<file path="src/rtl/opb_register_bank_ppc2simulink.sv">
// OPB slave bank of shadow control words; a CTRL commit copies dirty shadows to the active outputs in one cycle.
// Ack one cycle after select; a held select gets a single ack and waits for release (no retry/timeout path).
module opb_register_bank_ppc2simulink #(
    parameter logic [31:0] C_BASEADDR    = 32'h01100500,
    parameter logic [31:0] C_HIGHADDR    = 32'h011005FF,
    parameter int          C_NUM_REGS    = 8,
    parameter int          C_REG_WIDTH   = 32,
    parameter logic [31:0] C_RESET_VAL   = 32'h0,
    parameter int          C_AUTO_COMMIT = 0
) (
    input  logic                              OPB_Clk,
    input  logic                              OPB_Rst,
    input  logic [0:31]                       OPB_ABus,
    input  logic [0:3]                        OPB_BE,
    input  logic [0:31]                       OPB_DBus,
    input  logic                              OPB_RNW,
    input  logic                              OPB_select,
    input  logic                              OPB_seqAddr,
    output logic [0:31]                       Sl_DBus,
    output logic                              Sl_xferAck,
    output logic                              Sl_errAck,
    output logic                              Sl_retry,
    output logic                              Sl_toutSup,
    output logic [C_NUM_REGS*C_REG_WIDTH-1:0] user_data_out,
    output logic [C_NUM_REGS-1:0]             user_update
);
    localparam int N = C_NUM_REGS;
    localparam int W = C_REG_WIDTH;
    localparam logic [W-1:0] RST_VAL = C_RESET_VAL[W-1:0];

    typedef enum logic [1:0] {S_IDLE, S_ACK, S_WAIT} state_t;
    state_t state, state_nxt;

    // Assigning the big-endian bus to [31:0] makes bit j of the word equal DBus[31-j].
    logic [31:0] addr, wdat, offset, rd_word, rd_q;
    logic [3:0]  be;
    logic [29:0] word;
    logic        in_win, ctrl_hit, stat_hit, do_write, do_commit;

    assign addr     = OPB_ABus;
    assign wdat     = OPB_DBus;
    assign be       = OPB_BE;
    assign offset   = addr - C_BASEADDR;
    assign word     = offset[31:2];
    assign in_win   = (addr >= C_BASEADDR) && (addr <= C_HIGHADDR);
    assign ctrl_hit = in_win && (word == 30'd30);
    assign stat_hit = in_win && (word == 30'd31);
    assign do_write  = (state == S_ACK) && !OPB_RNW && in_win;
    assign do_commit = do_write && ctrl_hit && wdat[0];

    logic [W-1:0]  shadow [N];
    logic [W-1:0]  active [N];
    logic [N-1:0]  dirty, wr_sel;
    logic [15:0]   commit_cnt;
    logic [W-1:0]  shadow_cur, wr_val;

    logic unused_ok;
    assign unused_ok = ^{OPB_seqAddr, offset[1:0]};

    function automatic logic [W-1:0] merge_bytes(input logic [W-1:0] old);
        logic [31:0] t;
        t = 32'(old);
        for (int b = 0; b < 4; b++)
            if (be[b]) t[8*b +: 8] = wdat[8*b +: 8];
        return t[W-1:0];
    endfunction

    always_comb begin
        rd_word    = '0;
        shadow_cur = '0;
        wr_sel     = '0;
        if (stat_hit) begin
            rd_word[31:16]  = commit_cnt;
            rd_word[N-1:0]  = dirty;
        end
        for (int k = 0; k < N; k++) begin
            if (in_win && word == 30'(k)) begin
                rd_word[W-1:0] = shadow[k];
                shadow_cur     = shadow[k];
                wr_sel[k]      = do_write;
            end
        end
        wr_val = merge_bytes(shadow_cur);
    end

    always_ff @(posedge OPB_Clk or posedge OPB_Rst) begin
        if (OPB_Rst) state <= S_IDLE;
        else         state <= state_nxt;
    end

    always_comb begin
        state_nxt = state;
        case (state)
            S_IDLE:  if (OPB_select && in_win) state_nxt = S_ACK;
            S_ACK:   state_nxt = S_WAIT;
            S_WAIT:  if (!OPB_select) state_nxt = S_IDLE;
            default: state_nxt = S_IDLE;
        endcase
    end

    // Read data is captured on entry to ACK and is zero on every other cycle.
    always_ff @(posedge OPB_Clk or posedge OPB_Rst) begin
        if (OPB_Rst)                                         rd_q <= '0;
        else if (state == S_IDLE && state_nxt == S_ACK && OPB_RNW) rd_q <= rd_word;
        else                                                 rd_q <= '0;
    end

    always_ff @(posedge OPB_Clk or posedge OPB_Rst) begin
        if (OPB_Rst) begin
            for (int k = 0; k < N; k++) begin
                shadow[k] <= RST_VAL;
                active[k] <= RST_VAL;
            end
            dirty       <= '0;
            commit_cnt  <= '0;
            user_update <= '0;
        end else begin
            user_update <= '0;
            if (do_commit) begin
                for (int k = 0; k < N; k++)
                    if (dirty[k]) active[k] <= shadow[k];
                user_update <= dirty;
                dirty       <= '0;
                commit_cnt  <= commit_cnt + 16'd1;
            end
            for (int k = 0; k < N; k++) begin
                if (wr_sel[k]) begin
                    shadow[k] <= wr_val;
                    if (C_AUTO_COMMIT != 0) begin
                        active[k]      <= wr_val;
                        user_update[k] <= 1'b1;
                    end else begin
                        dirty[k] <= 1'b1;
                    end
                end
            end
        end
    end

    for (genvar i = 0; i < N; i++) begin : g_out
        assign user_data_out[i*W +: W] = active[i];
    end

    assign Sl_DBus    = rd_q;
    assign Sl_xferAck = (state == S_ACK);
    assign Sl_errAck  = 1'b0;
    assign Sl_retry   = 1'b0;
    assign Sl_toutSup = 1'b0;
endmodule

</file>
<file path="config.mk">
export PLATFORM = sky130hd
export DESIGN_NAME = opb_register_bank_ppc2simulink
export DESIGN_NICKNAME = d
export VERILOG_FILES = /design/src/rtl/opb_register_bank_ppc2simulink.sv
export SDC_FILE = /design/constraint.sdc
export NUM_CORES = 1
export LEC_CHECK = 0
export CORE_ASPECT_RATIO = 1.1
export CORE_MARGIN = 2
export CORE_UTILIZATION = 59
export CTS_CLUSTER_SIZE = 20
export DETAILED_ROUTE_END_ITERATION = 6
export PLACE_DENSITY = 0.86
export SETUP_SLACK_MARGIN = 0.1
export SLEW_MARGIN = 30
export SYNTH_ARGS = -nofsm -noshare
export SYNTH_HDL_FRONTEND = slang
export SYNTH_SLANG_ARGS = --single-unit
</file>
<file path="constraint.sdc">
create_clock -name OPB_Clk -period 35.5 [get_ports OPB_Clk]
set_clock_uncertainty 0.15 [all_clocks]
set_input_delay 7.1 -clock OPB_Clk [delete_from_list [all_inputs] [get_ports OPB_Clk]]
set_output_delay 7.1 -clock OPB_Clk [all_outputs]
set_load 0.03 [all_outputs]
</file>
==> impl_metrics.toml <==
[status]
outcome = "finished, violations left"
violations = "design-rule violations"

[yosys]
synth_top_area_share_pct = 57.72
syn_area_um2 = 25060
synth_ff_type = "dfrtp_1"
synth_edf_count = 0
ys.warnings.count = 0
synth_cell_types = 73
synth_top_area_cell = "dfrtp_1"
synth_cells = 2118
synth-async-reset-ratio_pct = 100.0
synth_area_leaders = "dfrtp_1 58%, mux2_2 11%, a31oi_1 4.7%, nor2_1 4.1%, mux2i_1 2.0%"
ys_seq_area_share_pct = 57.72
synth_seq_cells = 578
syn_avg_cell_area_um2 = 11.83

[timing]
post-route-min-period_ps = 11270
grt_setup_unrepaired = "false"
fin_crit_sh_pct = 31.76
tns_ps = 0
relSlewSlack_pct = 30.96
hold_violations = 0
worst_slack_ps = 24230
max_freq_ghz = 0.08869
setup_viol = 0
drv_slew = 0
worst_slew_pin_slew_ps = 1036
hold_slack_ps = 334.2

[floorplanning]
fp-row-count = 79
initial_core_util_pct = 59.51
die_w_um = 200.5
die_area_um2 = 44130
core_um2 = 42110
io_pins = 373
dieHeight_um = 220.1

[route]
drtAntennaViolNets = 0
via_count = 20640
viasPerCell = 6.807
routedWlPerCell_um = 27.54
drtIter0Drc = 2381
firstDrtPassIters = 7
drc_errors = 6
wirelength_um = 83490

[placed_design]
io_buffers = 368
dp_slack_ps = 23770
gp_congestion = 0.9379
dp_hpwl_um = 52070

[power_and_ir_drop]
power_leakage_nw = 14.12
power_density_nw_per_um2 = 44.18
vdd_drop_max_v = 0.00004104

[global_route]
grt_pass1_vias = 20880
grtUsageTotal_pct = 37.59
antenna_found_initial = 2
grt_pass1_wl_um = 125200
gr-total-overflow = 0
grt_max_degree = 182

[cts]
htree_levels = 2
clk_pin_slew_worst_paths_ps = 60
cts_resized = 0
clock-sinks = 578
hold_buffers = 0
cts_root_buffer = "clkbuf_16"
cts_tree = "done"
postCtsSetupBuffers = 0
numCtsBuffers = 55
clock_path_buffers = 3
insertion_delay_ps = 620

[min_path]
hold_class = "flop to flop"

[worst_setup_path]
crit_start = "OPB_ABus[28]"
start_kind = "input pin"
path_max_fanout = 65
worstPathArrival_ps = 11620
path_class = "input pin to flop"
r2r_cells = 6
worstSetupEndpoint = "user_data_out[50]$_DFFE_PP0P_"
regToRegEndpoint = "user_data_out[50]$_DFFE_PP0P_"
reg2reg_slack_ps = 31780
rr_startpoint = "state[1]$_DFF_PP0_"
cp.required_ps = 35840
critical_path.endpoint_type = "flop"

[finish]
drive_gt1_share_pct = 17.62
syn2layout_area_growth_pct = 23.84
final_common_cell = "dfrtp_1"
mostFrequentLayoutCells = "578 x dfrtp_1, 366 x clkdlybuf4s50_1, 271 x nor2_1"
fillCellCount = 2651
final_nets = 2492

[flow_run]
drv.max_cap_violation_count = 0
where the power goes:
group          total, mW  leakage (nW)  internal (mW)   switching (mW)
clock network      0.656         0.987          0.394            0.261
registers          0.659          8.08          0.659  0.0000000000522
logic             0.0569          5.05         0.0159           0.0410
total               1.37          14.1           1.07            0.302
critical path, stage by stage:
cell and delay [ps]:
buf_4 120, buf_4 740, nor2b_1 790, nand2_1 210, or2_2 370, nor3_4 650
and2_2 750, buf_4 460, mux2_2 390
registers in the layout (all words and copies together) (netlist names):
name / count
user_update: 8
state: 2
commit_cnt: 16
user_data_out: 256
shadow: 256
Sl_DBus: 32
dirty: 8
worst min path at each step:
stage | to | cells past startpoint | slack, ps | startpoint
6_report | state[0]$_DFF_PP0_ | 1 | 330 | state[1]$_DFF_PP0_
5_1_grt | state[0]$_DFF_PP0_ | 1 | 340 | state[1]$_DFF_PP0_
4_1_cts | state[0]$_DFF_PP0_ | 1 | 330 | state[1]$_DFF_PP0_
3_5_place_dp | state[0]$_DFF_PP0_ | 1 | 320 | state[1]$_DFF_PP0_
3_3_place_gp | state[0]$_DFF_PP0_ | 1 | 310 | state[1]$_DFF_PP0_
2_1_floorplan | commit_cnt[15]$_DFFE_PP0P_ | 1 | 290 | commit_cnt[15]$_DFFE_PP0P_
metrics by stage:
step                      instance area, µm²  util, %  total power [mW]  cells
final                                  31030    73.69             1.371   3032
after global routing                   31030    73.69             1.403   3032
after CTS                              30990    73.59             1.370   3029
after detailed placement               28960    68.79            0.7255   2927
after global placement                 28920    68.68            0.7237   2926
after floorplan                        25060        -            0.7031   2120
cells by family (layout without fill, tap and decap cells):
logic type      count (synthesis)  after routing  share of synthesized area, %
flops                         578            578                         57.72
simple gates                  532            532                         9.717
mux                           321            321                         14.41
other cells                     1              5                       0.01497
xor+xnor                       15             15                        0.5243
fa+ha+maj                       1              1                       0.04993
compound gates                505            505                         14.10
buf+inv                       165            508                         3.460
final cells by class:
cell class              count  area, µm²  share of cell area (%)
multi-input cells        1377       9827                   31.67
diodes                      2      5.005                 0.01613
inverters                   8      37.54                  0.1210
clock buffers              75       1594                   5.137
clock inverters            27      427.9                   1.379
well taps                 567      709.4                   2.286
flip-flops and latches    578      14460                   46.61
repair buffers            398       3965                   12.78
per-layer routing:
layer | global-route usage [%] | share of wire [%] | vias to the layer above
li1 | - | - | 8344
met1 | 47.56 | 36 | 10230
met2 | 59.76 | 46 | 1652
met3 | 8.954 | 12 | 411
met4 | 22.57 | 6.2 | 0
met5 | 0 | 0 | -
synthesized netlist by cell type (all sizes together) (7+ instances only):
| cell type | number |
|---|---|
| a21oi | 62 |
| a22oi | 23 |
| a2bb2oi | 25 |
| a31oi | 188 |
| and2 | 17 |
| and3 | 9 |
| buf | 100 |
| clkbuf | 57 |
| dfrtp | 578 |
| inv | 7 |
| mux2 | 267 |
| mux2i | 49 |
| nand2 | 127 |
| nand3 | 9 |
| nand4 | 15 |
| nor2 | 271 |
| nor2b | 9 |
| nor3 | 33 |
| nor4 | 14 |
| o2111ai | 24 |
| o211ai | 11 |
| o21ai | 49 |
| o22ai | 49 |
| o2bb2ai | 24 |
| o31ai | 25 |
| or3 | 7 |
| xnor2 | 11 |
Power figures use the tool's default switching activity.
